$ cat config.mk
export PLATFORM = sky130hd
export DESIGN_NAME = matrix_stream_detile
export DESIGN_NICKNAME = d
export VERILOG_FILES = /design/src/rtl/matrix_stream_detile.sv
export SDC_FILE = /design/constraint.sdc
export NUM_CORES = 1
export LEC_CHECK = 0
export CAP_MARGIN = 20
export CORE_MARGIN = 2
export CORE_UTILIZATION = 56
export DETAILED_ROUTE_END_ITERATION = 10
export PLACE_DENSITY = 0.79
export SLEW_MARGIN = 10
export SYNTH_ARGS = -nofsm -noshare
export SYNTH_HDL_FRONTEND = slang
export SYNTH_SLANG_ARGS = --single-unit
$ cat constraint.sdc
create_clock -name clk -period 8.91 [get_ports clk]
set_input_delay 0.891 -clock clk [delete_from_list [all_inputs] [get_ports clk]]
set_output_delay 0.891 -clock clk [all_outputs]
set_load 0.01 [all_outputs]
$ cat src/rtl/matrix_stream_detile.sv
// Output-side reorder stage: accepts tile-row-major matrix tiles and re-emits
// the matrix in raster order, one COMPUTE_DIM0-wide row segment per beat.
module matrix_stream_detile #(
    parameter int DATA_WIDTH   = 16,
    parameter int TOTAL_DIM0   = 4,
    parameter int TOTAL_DIM1   = 4,
    parameter int COMPUTE_DIM0 = 2,
    parameter int COMPUTE_DIM1 = 2
) (
    input  logic                  clk,
    input  logic                  rst_n,
    input  logic [DATA_WIDTH-1:0] in_data [COMPUTE_DIM0*COMPUTE_DIM1],
    input  logic                  in_valid,
    output logic                  in_ready,
    output logic [DATA_WIDTH-1:0] out_data [COMPUTE_DIM0],
    output logic                  out_valid,
    input  logic                  out_ready,
    output logic                  out_last
);

    localparam int DEPTH_DIM0 = TOTAL_DIM0 / COMPUTE_DIM0;
    localparam int DEPTH_DIM1 = TOTAL_DIM1 / COMPUTE_DIM1;
    localparam int TILE_N     = COMPUTE_DIM0 * COMPUTE_DIM1;
    localparam int BLK_W      = (DEPTH_DIM0   > 1) ? $clog2(DEPTH_DIM0)   : 1;
    localparam int ROW_W      = (COMPUTE_DIM1 > 1) ? $clog2(COMPUTE_DIM1) : 1;
    localparam int BROW_W     = (DEPTH_DIM1   > 1) ? $clog2(DEPTH_DIM1)   : 1;

    if (TOTAL_DIM0 % COMPUTE_DIM0 != 0) begin : g_bad_dim0
        $fatal(1, "matrix_stream_detile: COMPUTE_DIM0 must divide TOTAL_DIM0");
    end
    if (TOTAL_DIM1 % COMPUTE_DIM1 != 0) begin : g_bad_dim1
        $fatal(1, "matrix_stream_detile: COMPUTE_DIM1 must divide TOTAL_DIM1");
    end

    typedef enum logic {
        EMPTY = 1'b0,
        FULL  = 1'b1
    } bank_state_e;

    bank_state_e             status_q [2];
    bank_state_e             status_d [2];
    logic                    active_q;
    logic                    wr_bank_q, wr_bank_d;
    logic [BLK_W-1:0]        wr_blk_q,  wr_blk_d;
    logic                    rd_bank_q, rd_bank_d;
    logic [BLK_W-1:0]        rd_blk_q,  rd_blk_d;
    logic [ROW_W-1:0]        rd_row_q,  rd_row_d;
    logic [BROW_W-1:0]       rd_brow_q, rd_brow_d;

    // Tile storage: bank, tile slot within the block-row, element.
    logic [DATA_WIDTH-1:0]   mem_q [2][DEPTH_DIM0][TILE_N];
    logic [DATA_WIDTH-1:0]   rd_tile [TILE_N];

    logic wr_fire, rd_fire;
    logic wr_blk_last, rd_blk_last, rd_row_last, rd_brow_last;

    // active_q keeps in_ready low while rst_n is held, from a register only.
    assign in_ready  = active_q && (status_q[wr_bank_q] == EMPTY);
    assign out_valid = active_q && (status_q[rd_bank_q] == FULL);
    assign wr_fire   = in_valid && in_ready;
    assign rd_fire   = out_valid && out_ready;

    assign wr_blk_last  = (wr_blk_q  == BLK_W'(DEPTH_DIM0 - 1));
    assign rd_blk_last  = (rd_blk_q  == BLK_W'(DEPTH_DIM0 - 1));
    assign rd_row_last  = (rd_row_q  == ROW_W'(COMPUTE_DIM1 - 1));
    assign rd_brow_last = (rd_brow_q == BROW_W'(DEPTH_DIM1 - 1));

    assign out_last = out_valid && rd_brow_last && rd_row_last && rd_blk_last;

    always_comb begin
        for (int e = 0; e < TILE_N; e++) begin
            rd_tile[e] = mem_q[rd_bank_q][0][e];
        end
        for (int b = 1; b < DEPTH_DIM0; b++) begin
            if (rd_blk_q == BLK_W'(b)) begin
                rd_tile = mem_q[rd_bank_q][b];
            end
        end
    end

    always_comb begin
        for (int c = 0; c < COMPUTE_DIM0; c++) begin
            out_data[c] = rd_tile[c];
        end
        for (int r = 1; r < COMPUTE_DIM1; r++) begin
            if (rd_row_q == ROW_W'(r)) begin
                for (int c = 0; c < COMPUTE_DIM0; c++) begin
                    out_data[c] = rd_tile[r*COMPUTE_DIM0 + c];
                end
            end
        end
    end

    always_comb begin
        status_d  = status_q;
        wr_bank_d = wr_bank_q;
        wr_blk_d  = wr_blk_q;
        rd_bank_d = rd_bank_q;
        rd_blk_d  = rd_blk_q;
        rd_row_d  = rd_row_q;
        rd_brow_d = rd_brow_q;

        if (wr_fire) begin
            if (wr_blk_last) begin
                status_d[wr_bank_q] = FULL;
                wr_bank_d           = ~wr_bank_q;
                wr_blk_d            = '0;
            end else begin
                wr_blk_d = wr_blk_q + BLK_W'(1);
            end
        end

        // Read and write always address different banks, so both status
        // updates can land in the same cycle.
        if (rd_fire) begin
            if (rd_blk_last) begin
                rd_blk_d = '0;
                if (rd_row_last) begin
                    rd_row_d            = '0;
                    status_d[rd_bank_q] = EMPTY;
                    rd_bank_d           = ~rd_bank_q;
                    rd_brow_d           = rd_brow_last ? '0 : rd_brow_q + BROW_W'(1);
                end else begin
                    rd_row_d = rd_row_q + ROW_W'(1);
                end
            end else begin
                rd_blk_d = rd_blk_q + BLK_W'(1);
            end
        end
    end

    always_ff @(posedge clk) begin
        if (!rst_n) begin
            status_q[0] <= EMPTY;
            status_q[1] <= EMPTY;
            active_q    <= 1'b0;
            wr_bank_q   <= 1'b0;
            wr_blk_q    <= '0;
            rd_bank_q   <= 1'b0;
            rd_blk_q    <= '0;
            rd_row_q    <= '0;
            rd_brow_q   <= '0;
        end else begin
            status_q    <= status_d;
            active_q    <= 1'b1;
            wr_bank_q   <= wr_bank_d;
            wr_blk_q    <= wr_blk_d;
            rd_bank_q   <= rd_bank_d;
            rd_blk_q    <= rd_blk_d;
            rd_row_q    <= rd_row_d;
            rd_brow_q   <= rd_brow_d;
        end
    end

    always_ff @(posedge clk) begin
        if (wr_fire) begin
            for (int b = 0; b < DEPTH_DIM0; b++) begin
                if (wr_blk_q == BLK_W'(b)) begin
                    mem_q[wr_bank_q][b] <= in_data;
                end
            end
        end
    end

endmodule

==> key figures, run 1 <==
Run status
  – Status: completed

Clocking
  – Clock root cell: clkbuf_16
  – Clk buf depth: 3
  – CTS Sinks: 266
  – Cts hold-fix bufs: 0
  – CTS-repair resized insts: 0
  – CTS tree: done
  – CTS H-tree depth: 1
  – Clock slew at reported path FFs: roughly 0.06 ns
  – Skew-Pair Late Insertion Delay: between 0.5 and 0.6 ns
  – CTS buffer count: 26
  – Post-CTS setup buffers: 0

GRT
  – Initial antenna violation count: 0
  – First-pass GRT wire length: 26.7 mm
  – Total gr overflow: 0
  – Largest net degree at the start of global routing: between 60 and 70
  – Vias in the first global route: around 4800
  – GRT Util Overall: around 18%

Synth
  – Seq/Total Area, Yosys: roughly 77%
  – Synthesized netlist cell count: around 420
  – FFs w/ async S/R, synth: 0%
  – #FFs+latches synth: approximately 270
  – Yosys cell types: 28
  – Top-count cell post-synth: edfxtp_1
  – Largest cells by area after synthesis: edfxtp_1 75%, mux4_1 14%, mux2_2 3.5%, dfxtp_1 1.9%, mux4_2 1.8%
  – Count of flip-flops with a built-in enable after synthesis: about 260
  – Synthesis Warnings: 0
  – Top post-synthesis cells by count: 256 x edfxtp_1, 56 x mux4_1, 32 x mux2_2
  – Largest area contributor in the netlist: edfxtp_1
  – Most used DFF post-synth: edfxtp_1
  – Mapped cell area: between 10000 and 15000 um^2
  – Post-synth top area share: between 70% and 80%
  – Syn_area_per_cell: between 20 and 25 um^2
  – Syn_nets: a little under 500

Critical path
  – Reg2reg end: mem_q[1][41]
  – Crit. End Element: output pin
  – Internal reg-to-reg setup slack: 6.40 ns
  – CP arrival: 3.10 ns
  – Crit path required time: roughly 8 ns
  – Critical R2R Launch: active_q
  – Crit Path Max Fanout: 36
  – Critical path type: reg2out
  – Worst Reg-to-Reg Cells: 3
  – CP Launch Type: flop

Cells and area
  – Area grow syn2layout: 20.4%
  – Layout Nets: a little over 600
  – Final Non-Filler Cells: between 700 and 800
  – Layout cell share with drive strength beyond 1: between 10% and 20%

Routing
  – DR vias/cell: roughly 5.8
  – Drt pass-1 iters: 4
  – Via count: between 4000 and 5000
  – Initial DRC count: approximately 250
  – DRC: 0
  – Antenna-violating nets left: 0
  – WL/cell: 22.1 um
  – DRT Wirelength: roughly 17 mm

Die
  – # rows: slightly below 50
  – Ports: 103
  – Core area: 18000 um^2
  – Initial Util: a little under three fifths
  – Die footprint: between 15000 and 20000 um^2
  – Die X: ~140 um
  – Die Height: 140 um

Timing
  – Final Setup Violations: 0
  – Relative slew slack: 28.0%
  – Setup TNS: 0 ns
  – Min Hold Slack: about 0.53 ns
  – RSZ-0062 raised after global routing: no
  – Minimum clock period: 3.99 ns
  – Final Skew: between 0.01 and 0.015 ns
  – Setup WS post-layout: just under 5 ns
  – Fin. max-slew vios: 0
  – Hold Violations, Final: 0
  – Slew @ Worst Pin: roughly 1.1 ns
  – Fin crit share: 44.8%
  – Fmax: 0.250 GHz

Worst hold path
  – Worst hold path endpoint: rd_brow_last
  – Hold Path Depth: 2
  – Hold Crit Start: rd_brow_last
  – Hold Crit Class: reg2reg

Placed design
  – GP Congestion: 0.709
  – Post-DP HPWL: ~9.9 mm
  – Setup WS pre-CTS: around 5.4 ns
  – I/O Buffers: approximately 100
  – Inst Count DP: 740

Job
  – Max Cap Viol: 0

Power and ir drop
  – Total Power: between 2 and 3 mW
  – P_leak: 3.95 nW
  – IR Drop Worst-Case VDD: 182 uV
  – Areal power density over the cells: just over 200 nW/um^2
==> how the worst max path moves through the flow <==
stage / slack, ns / start / end
after floorplan: 1.25 / in_valid / mem_q[0][100]
after global placement: 5.43 / rd_blk_last / out_data[0]
final: 4.92 / rd_blk_last / out_data[5]
after detailed placement: 5.39 / rd_blk_last / out_data[5]
after global routing: 4.73 / rd_blk_last / out_data[10]
after CTS: 4.83 / rd_blk_last / out_data[5]
==> metrics by stage <==
| stage | instance area (um^2) | util (%) |
|---|---|---|
| after floorplan | 10300 | - |
| after global placement | 11500 | 64.2 |
| after detailed placement | 11500 | 64.2 |
| after CTS | 12400 | 68.8 |
| after global routing | 12400 | 68.9 |
| final | 12400 | 68.9 |
==> where the power goes <==
group	internal, mW	switching (mW)
Clock	0.607	0.421
Sequential	1.40	0.00715
Combinational	0.0616	0.0472
==> kinds of logic (layout without fill, tap and decap cells) <==
| logic type | Yosys count | after routing | synth area share, % |
|---|---|---|---|
| flops | 266 | 266 | 76.7 |
| simple gates | 23 | 23 | 1.17 |
| buf+inv | 22 | 157 | 1.39 |
| mux | 99 | 99 | 19.9 |
| other cells | 0 | 1 | 0 |
| compound gates | 13 | 13 | 0.900 |
==> state kept, by name (all words and copies together) (netlist names), named ones only <==
name,flops
mem_q,256
status_q,2
active_q,1
rd_bank_q,1
rd_blk_last,1
rd_brow_last,1
rd_row_last,1
wr_bank_q,1
wr_blk_last,1
==> cell usage in the layout (no fill, tap or decap), types with 3 or more instances in the layout <==
cell type          n
edfxtp_1         256
clkdlybuf4s50_1  102
mux4_1            56
mux2_2            32
clkbuf_16         27
clkinv_2          10
mux4_2             8
dfxtp_1            7
buf_4              7
o21ai_0            5
a21boi_0           5
nand2_1            4
or3_1              4
nand3_1            3
mux2i_1            3
nor2_1             3
clkinv_1           3
==> final cells by class <==
class / count / area, um^2
flip-flops and latches: 266 / 7890
fillers: 1066 / 5590
multi-input cells: 135 / 2280
repair buffers: 110 / 1090
clock buffers: 29 / 683
well taps: 229 / 287
clock inverters: 17 / 136
inverters: 1 / 3.75
diodes: 1 / 2.50
==> critical path, stage by stage (launching register included) <==
cell	delay (ns)
dfxtp_2	0.88
buf_4	0.54
mux4_1	0.38
mux2_2	0.30
clkdlybuf4s50_1	0.48
==> metal layers <==
metal	wire, um	track usage [%]	share of wire (%)	vias up
met5	0	0	0	-
met4	247	4.41	1.4	0
met3	984	3.34	5.7	19
met2	8920	31.1	51	121
met1	7230	24.0	42	2369
li1	-	-	-	2092
No activity file was read; power rests on OpenSTA's default activity.
==> inputs of run 2 (changes only) <==
--- a/config.mk
+++ b/config.mk
@@ -7,9 +7,9 @@
 export LEC_CHECK = 0
 export CAP_MARGIN = 20
 export CORE_MARGIN = 2
-export CORE_UTILIZATION = 56
+export CORE_UTILIZATION = 51
 export DETAILED_ROUTE_END_ITERATION = 10
-export PLACE_DENSITY = 0.79
+export PLACE_DENSITY = 0.75
 export SLEW_MARGIN = 10
 export SYNTH_ARGS = -nofsm -noshare
 export SYNTH_HDL_FRONTEND = slang
==> constraint.sdc (replaced) <==
create_clock -name clk -period 3.35 [get_ports clk]
set_input_delay 0.335 -clock clk [delete_from_list [all_inputs] [get_ports clk]]
set_output_delay 0.335 -clock clk [all_outputs]
set_load 0.01 [all_outputs]
==> run 2 against run 1 <==
Critical path depth unchanged. Register-to-register slack got worse by 5.1 ns. Non-clock buffer count increased by 4. Sequential cell count unchanged. Sequential power increased to 2.7 times the previous value. Die area increased by 9.5%. Total power increased to 2.7 times the previous value. Clock skew decreased by 0.0060 ns. Final cell count increased by 5.2%.
==> key figures, run 2 (synthesis results as in run 1) <==
Placed design
  – Post-DP HPWL: 10.4 mm (was 9.86 mm)
  – GP Congestion: 0.756 (was 0.709)
  – I/O Buffers: 102 (unchanged)

GRT
  – GRT Util Overall: 16.9% (was 18.0%)
  – Initial antenna violation count: 1 (was 0)
  – First-pass GRT wire length: 27.7 mm (was 26.7 mm)
  – Vias in the first global route: 4912 (was 4783)
  – Largest net degree at the start of global routing: 59 (was 65)
  – Total gr overflow: 0 (unchanged)

Clocking
  – CTS H-tree depth: 1 (unchanged)
  – CTS Sinks: 266 (unchanged)
  – CTS buffer count: 26 (unchanged)
  – CTS-repair resized insts: 0 (unchanged)
  – Clock slew at reported path FFs: 0.06 ns (about the same)
  – Post-CTS setup buffers: 0 (unchanged)
  – Clk buf depth: 3 (unchanged)
  – Clock root cell: clkbuf_16 (unchanged)
  – Cts hold-fix bufs: 0 (unchanged)
  – Skew-Pair Late Insertion Delay: 0.51 ns (about the same)
  – CTS tree: done (unchanged)

Critical path
  – Critical path type: reg2out (unchanged)
  – Crit Path Max Fanout: 22 (was 36)
  – CP Launch Type: flop (unchanged)
  – Worst path max stage delay: 0.60 ns (was 0.88 ns)
  – Cell Chain, Critical Path: buf_12 > mux4_1 > mux2_2 > clkdlybuf4s50_1 (was buf_4 > mux4_1 > mux2_2 > clkdlybuf4s50_1)
  – Crit. End Element: output pin (unchanged)
  – Crit path required time: 3.01 ns (was 8.02 ns)
  – Critical path's slowest cell: dfxtp_4 (was dfxtp_2)
  – CP arrival: 2.79 ns (was 3.10 ns)

Power and ir drop
  – Total Power: 6.79 mW (was 2.54 mW)
  – IR Drop Worst-Case VDD: 401 uV (was 182 uV)
  – Areal power density over the cells: 542 nW/um^2 (was 205 nW/um^2)
  – P_leak: 3.97 nW (was 3.95 nW)

Timing
  – Relative slew slack: 55.7% (was 28.0%)
  – Slew @ Worst Pin: 0.664 ns (was 1.08 ns)
  – Hold Violations, Final: 0 (unchanged)
  – Final Setup Violations: 0 (unchanged)
  – Fmax: about 0.32 GHz
  – Fin crit share: between 90% and 100%
  – Min Hold Slack: 0.444 ns (was 0.530 ns)
  – Fin. max-slew vios: 0 (unchanged)
  – RSZ-0062 raised after global routing: no (unchanged)
  – Final Skew: 0.00622 ns (was 0.0122 ns)
  – Minimum clock period: between 3 and 4 ns
  – Setup TNS: 0 ns (unchanged)

Routing
  – DRC: 0 (unchanged)
  – DRT Wirelength: 17.8 mm (was 17.4 mm)
  – DR vias/cell: 5.63 (was 5.84)
  – Antenna-violating nets left: 0 (unchanged)
  – WL/cell: 21.5 um (was 22.1 um)
  – Initial DRC count: 316 (was 248)
  – Drt pass-1 iters: 4 (unchanged)
  – Via count: 4671 (was 4601)

Die
  – Initial Util: 52.3% (was 57.3%)
  – # rows: 51 (was 49)
  – Core area: 19700 um^2 (was 18000 um^2)
  – Die Height: 146 um (was 140 um)
  – Die X: 146 um (was 140 um)
  – Die footprint: 21300 um^2 (was 19500 um^2)
  – Ports: 103 (unchanged)

Cells and area
  – Layout cell share with drive strength beyond 1: 17.2% (was 17.4%)
  – Most common cell after layout, fill and taps aside: edfxtp_1 (unchanged)
  – Commonest cells after routing, fill and taps aside: 256 x edfxtp_1, 102 x clkdlybuf4s50_1, 56 x mux4_1, 32 x mux2_2, 27 x clkbuf_16 (unchanged)
  – Top flop regs: mem_q x256, status_q x2 (unchanged)
  – Layout Nets: 612 (was 608)
  – Number of flip-flops in the largest register: 256 (unchanged)
  – Biggest register: mem_q (unchanged)
  – Area grow syn2layout: 21.8% (was 20.4%)

Run status
  – Status: completed (unchanged)

Job
  – Max Cap Viol: 0 (unchanged)

Worst hold path
  – Hold Crit Class: in2reg (was reg2reg)
[run 2: final timing paths]
path | from | to | slack (ns) | cells after the start
worst min register to register | rd_brow_last | rd_brow_last | 0.52 | 2
worst max register to register | wr_blk_last | mem_q[0][8] | 1.35 | 3
worst max-delay path | flop | out_data[20] | 0.22 | 4
worst min-delay path | in_data[58] | mem_q[0][122] | 0.44 | 1
[run 2: worst max-delay path, delay by kind of cell (launching register included)]
| family | cells | cell delay, ns |
|---|---|---|
| mux | 2 | 0.90 |
| flops | 1 | 0.60 |
| buf+inv | 2 | 0.74 |
[run 2: metrics by stage]
step | area (um^2) | setup WS [ns] | std cells | utilization (%)
final | 12500 | 0.223 | 829 | 63.7
after global routing | 12500 | 0.147 | 828 | 63.7
after CTS | 12500 | 0.214 | 828 | 63.7
after detailed placement | 11700 | 0.779 | 781 | 59.5
after global placement | 11700 | 0.800 | 781 | 59.5
after floorplan | 10300 | -0.353 | 423 | -
[run 2: final cells by class]
| class | count | area (um^2) |
|---|---|---|
| Multi-Input combinational cell | 135 | 2300 |
| Fill cell | 1351 | 7130 |
| Timing Repair Buffer | 114 | 1170 |
| Tap cell | 265 | 332 |
| Inverter | 1 | 3.75 |
| Clock buffer | 31 | 691 |
| Clock inverter | 16 | 133 |
| Antenna cell | 1 | 2.50 |
| Sequential cell | 266 | 7890 |
[run 2: metal layers]
| layer | part of all wire [%] | track usage (%) | vias up |
|---|---|---|---|
| li1 | - | - | 2095 |
| met1 | 42 | 22.2 | 2416 |
| met2 | 52 | 29.5 | 134 |
| met3 | 4.7 | 2.53 | 26 |
| met4 | 1.9 | 4.90 | 0 |
| met5 | 0 | 0 | - |
[run 2: where the power goes]
part           switching, mW  internal [mW]
logic                  0.130          0.165
registers             0.0183           3.72
clock network           1.14           1.62
total                   1.28           5.50
==> inputs of run 3 (changes only) <==
--- a/config.mk
+++ b/config.mk
@@ -10,6 +10,7 @@
 export CORE_UTILIZATION = 51
 export DETAILED_ROUTE_END_ITERATION = 10
 export PLACE_DENSITY = 0.75
+export SETUP_SLACK_MARGIN = 0.4
 export SLEW_MARGIN = 10
 export SYNTH_ARGS = -nofsm -noshare
 export SYNTH_HDL_FRONTEND = slang
==> run 3 against run 2 <==
Sequential share of layout area is 0.59 points lower. Clock skew is 0.0012 ns lower. First-iteration DRC count is 17% lower. Non-clock buffer count is 7 higher. Total power is 0.83% lower. Sequential power hardly changed.
==> key figures, run 3 (synthesis results as in run 1) <==
Timing
  – Relative slew slack: 61.4% (was 55.7%)
  – Fin. max-slew vios: 0 (unchanged)
  – Fin crit share: 85.3% (was 93.4%)
  – Slew @ Worst Pin: 0.562 ns (was 0.664 ns)
  – Final Setup Violations: 0 (unchanged)
  – Min Hold Slack: 0.452 ns (was 0.444 ns)
  – Minimum clock period: 2.86 ns (was 3.13 ns)
  – Fmax: 0.350 GHz (was 0.320 GHz)
  – RSZ-0062 raised after global routing: no (unchanged)
  – Hold Violations, Final: 0 (unchanged)
  – Final Skew: 0.00498 ns (was 0.00622 ns)

Critical path
  – CP arrival: 2.52 ns (was 2.79 ns)
  – Internal reg-to-reg setup slack: 1.43 ns (was 1.35 ns)
  – Critical R2R Launch: wr_blk_last (unchanged)
  – Crit. End Element: output pin (unchanged)
  – CP Launch Type: flop (unchanged)
  – Worst Reg-to-Reg Cells: 3 (unchanged)
  – Crit path required time: 3.01 ns (about the same)
  – Reg2reg end: mem_q[1][39] (was mem_q[0][8])
  – Critical path type: reg2out (unchanged)
  – Crit Path Max Fanout: 13 (was 22)
  – Crit path to: out_data[20] (unchanged)

Cells and area
  – Top flop regs: mem_q x256, status_q x2 (unchanged)
  – Number of flip-flops in the largest register: 256 (unchanged)
  – Area grow syn2layout: 23.0% (was 21.8%)
  – # diodes: 0 (was 1)
  – Most common cell after layout, fill and taps aside: edfxtp_1 (unchanged)
  – Biggest register: mem_q (unchanged)
  – Layout Nets: 620 (was 612)
  – Commonest cells after routing, fill and taps aside: 256 x edfxtp_1, 86 x clkdlybuf4s50_1, 54 x mux4_1, 32 x mux2_2, 27 x clkbuf_16 (was 256 x edfxtp_1, 102 x clkdlybuf4s50_1, 56 x mux4_1, 32 x mux2_2, 27 x clkbuf_16)
  – Fillers: 1336 (was 1351)
  – Layout cell share with drive strength beyond 1: 18.5% (was 17.2%)

Power and ir drop
  – Combinational fraction of design power: 4.3% (was 4.4%)
  – Clock power share: 40.1% (was 40.6%)
  – Total Power: 6.73 mW (was 6.79 mW)
  – IR Drop Worst-Case VDD: 448 uV (was 401 uV)
  – Part of the power in registers: 55.5% (was 55.1%)
  – Net Sw Power: 1.30 mW (was 1.28 mW)
  – Switching Share: 19.3% (was 18.9%)
  – Pint: 5.43 mW (was 5.50 mW)
  – P_leak: 4.14 nW (was 3.97 nW)
  – Areal power density over the cells: 532 nW/um^2 (was 542 nW/um^2)

Clocking
  – CTS H-tree depth: 1 (unchanged)
  – Clock root cell: clkbuf_16 (unchanged)
  – Skew-Pair Late Insertion Delay: 0.52 ns (was 0.51 ns)
  – CTS tree: done (unchanged)
  – Clock slew at reported path FFs: 0.06 ns (about the same)
  – CTS Sinks: 266 (unchanged)
  – Clk buf depth: 3 (unchanged)
  – CTS buffer count: 27 (was 26)

Routing
  – Antenna-violating nets left: 0 (unchanged)
  – DRC: 0 (unchanged)
  – Drt pass-1 iters: 4 (unchanged)
  – DRT Wirelength: 17.9 mm (was 17.8 mm)
  – DR vias/cell: 5.59 (was 5.63)
  – Via count: 4677 (was 4671)
  – WL/cell: 21.3 um (was 21.5 um)
  – Initial DRC count: 262 (was 316)

GRT
  – Largest net degree at the start of global routing: 65 (was 59)
  – GRT Util Overall: 16.8% (was 16.9%)
  – Vias in the first global route: 4894 (was 4912)
  – First-pass GRT wire length: 27.6 mm (was 27.7 mm)
  – Initial antenna violation count: 0 (was 1)
  – Total gr overflow: 0 (unchanged)

Worst hold path
  – Hold Crit Class: in2reg (unchanged)
  – Hold Path Depth: 1 (unchanged)

Die
  – Ports: 103 (unchanged)
  – Initial Util: 52.3% (unchanged)
  – Die Height: 146 um (unchanged)
  – # rows: 51 (unchanged)
  – Die footprint: 21300 um^2 (unchanged)
  – Core area: 19700 um^2 (unchanged)
  – Die X: 146 um (unchanged)

Placed design
  – Post-DP HPWL: 9.99 mm (was 10.4 mm)
  – I/O Buffers: 102 (unchanged)
  – GP Congestion: 0.719 (was 0.756)

Job
  – Max Cap Viol: 0 (unchanged)

Run status
  – Status: completed (unchanged)
[run 3: worst max-delay path, stage by stage, from the launching register on]
cell and delay, ns:
dfxtp_4 0.43, buf_6 0.21, mux4_1 0.59, mux2_2 0.29, clkdlybuf4s50_1 0.48
[run 3: worst min path at each step]
stage                  from      endpoint  slack (ns)
5_1_grt         in_data[32]  mem_q[0][32]        0.44
4_1_cts         in_data[32]  mem_q[0][32]        0.43
3_5_place_dp   rd_brow_last  rd_brow_last        0.49
6_report        in_data[32]  mem_q[0][32]        0.45
3_3_place_gp   rd_brow_last  rd_brow_last        0.48
2_1_floorplan         rst_n      active_q        0.36
[run 3: layout make-up]
class | instances | area, um^2 | share of cell area (%)
clock inverter | 18 | 114 | 0.900
timing repair buffer | 121 | 1320 | 10.5
inverter | 1 | 3.75 | 0.0297
clock buffer | 31 | 691 | 5.46
multi-input combinational | 135 | 2290 | 18.1
tap | 265 | 332 | 2.62
sequential | 266 | 7900 | 62.4
[run 3: stage by stage]
step           setup TNS (ns)  setup slack, ns  cells  util (%)  area, um^2
3_5_place_dp                0            0.687    779      59.5       11700
6_report                    0            0.492    837      64.4       12700
2_1_floorplan          -14.46           -0.226    423         -       10300
5_1_grt                     0            0.403    837      64.4       12700
4_1_cts                     0            0.409    836      64.2       12600
3_3_place_gp                0            0.707    779      59.5       11700
[run 3: repair_timing]
action                                  in CTS  in global routing
resized for setup                            8                 14
endpoints found under the setup margin      31                 15
hold buffers                                 0                  0
cloned                                       1                  0
buffers inserted                             7                  1
[run 3: routing by layer]
metal / track usage, % / share of wire, % / up-vias
met3: 2.84 / 4.5 / 25
met1: 22.5 / 43 / 2413
met5: 0 / 0 / -
met2: 29.0 / 51 / 123
li1: - / - / 2116
met4: 4.37 / 1.6 / 0
[run 3: power by group through the flow]
stage | Clock, mW | Combinational [mW] | Sequential (mW)
after detailed placement | 0 | 0.297 | 3.81
after floorplan | 0 | 0.112 | 3.81
after global placement | 0 | 0.286 | 3.81
after CTS | 2.76 | 0.299 | 3.74
final | 2.70 | 0.292 | 3.74
after global routing | 2.91 | 0.314 | 3.74
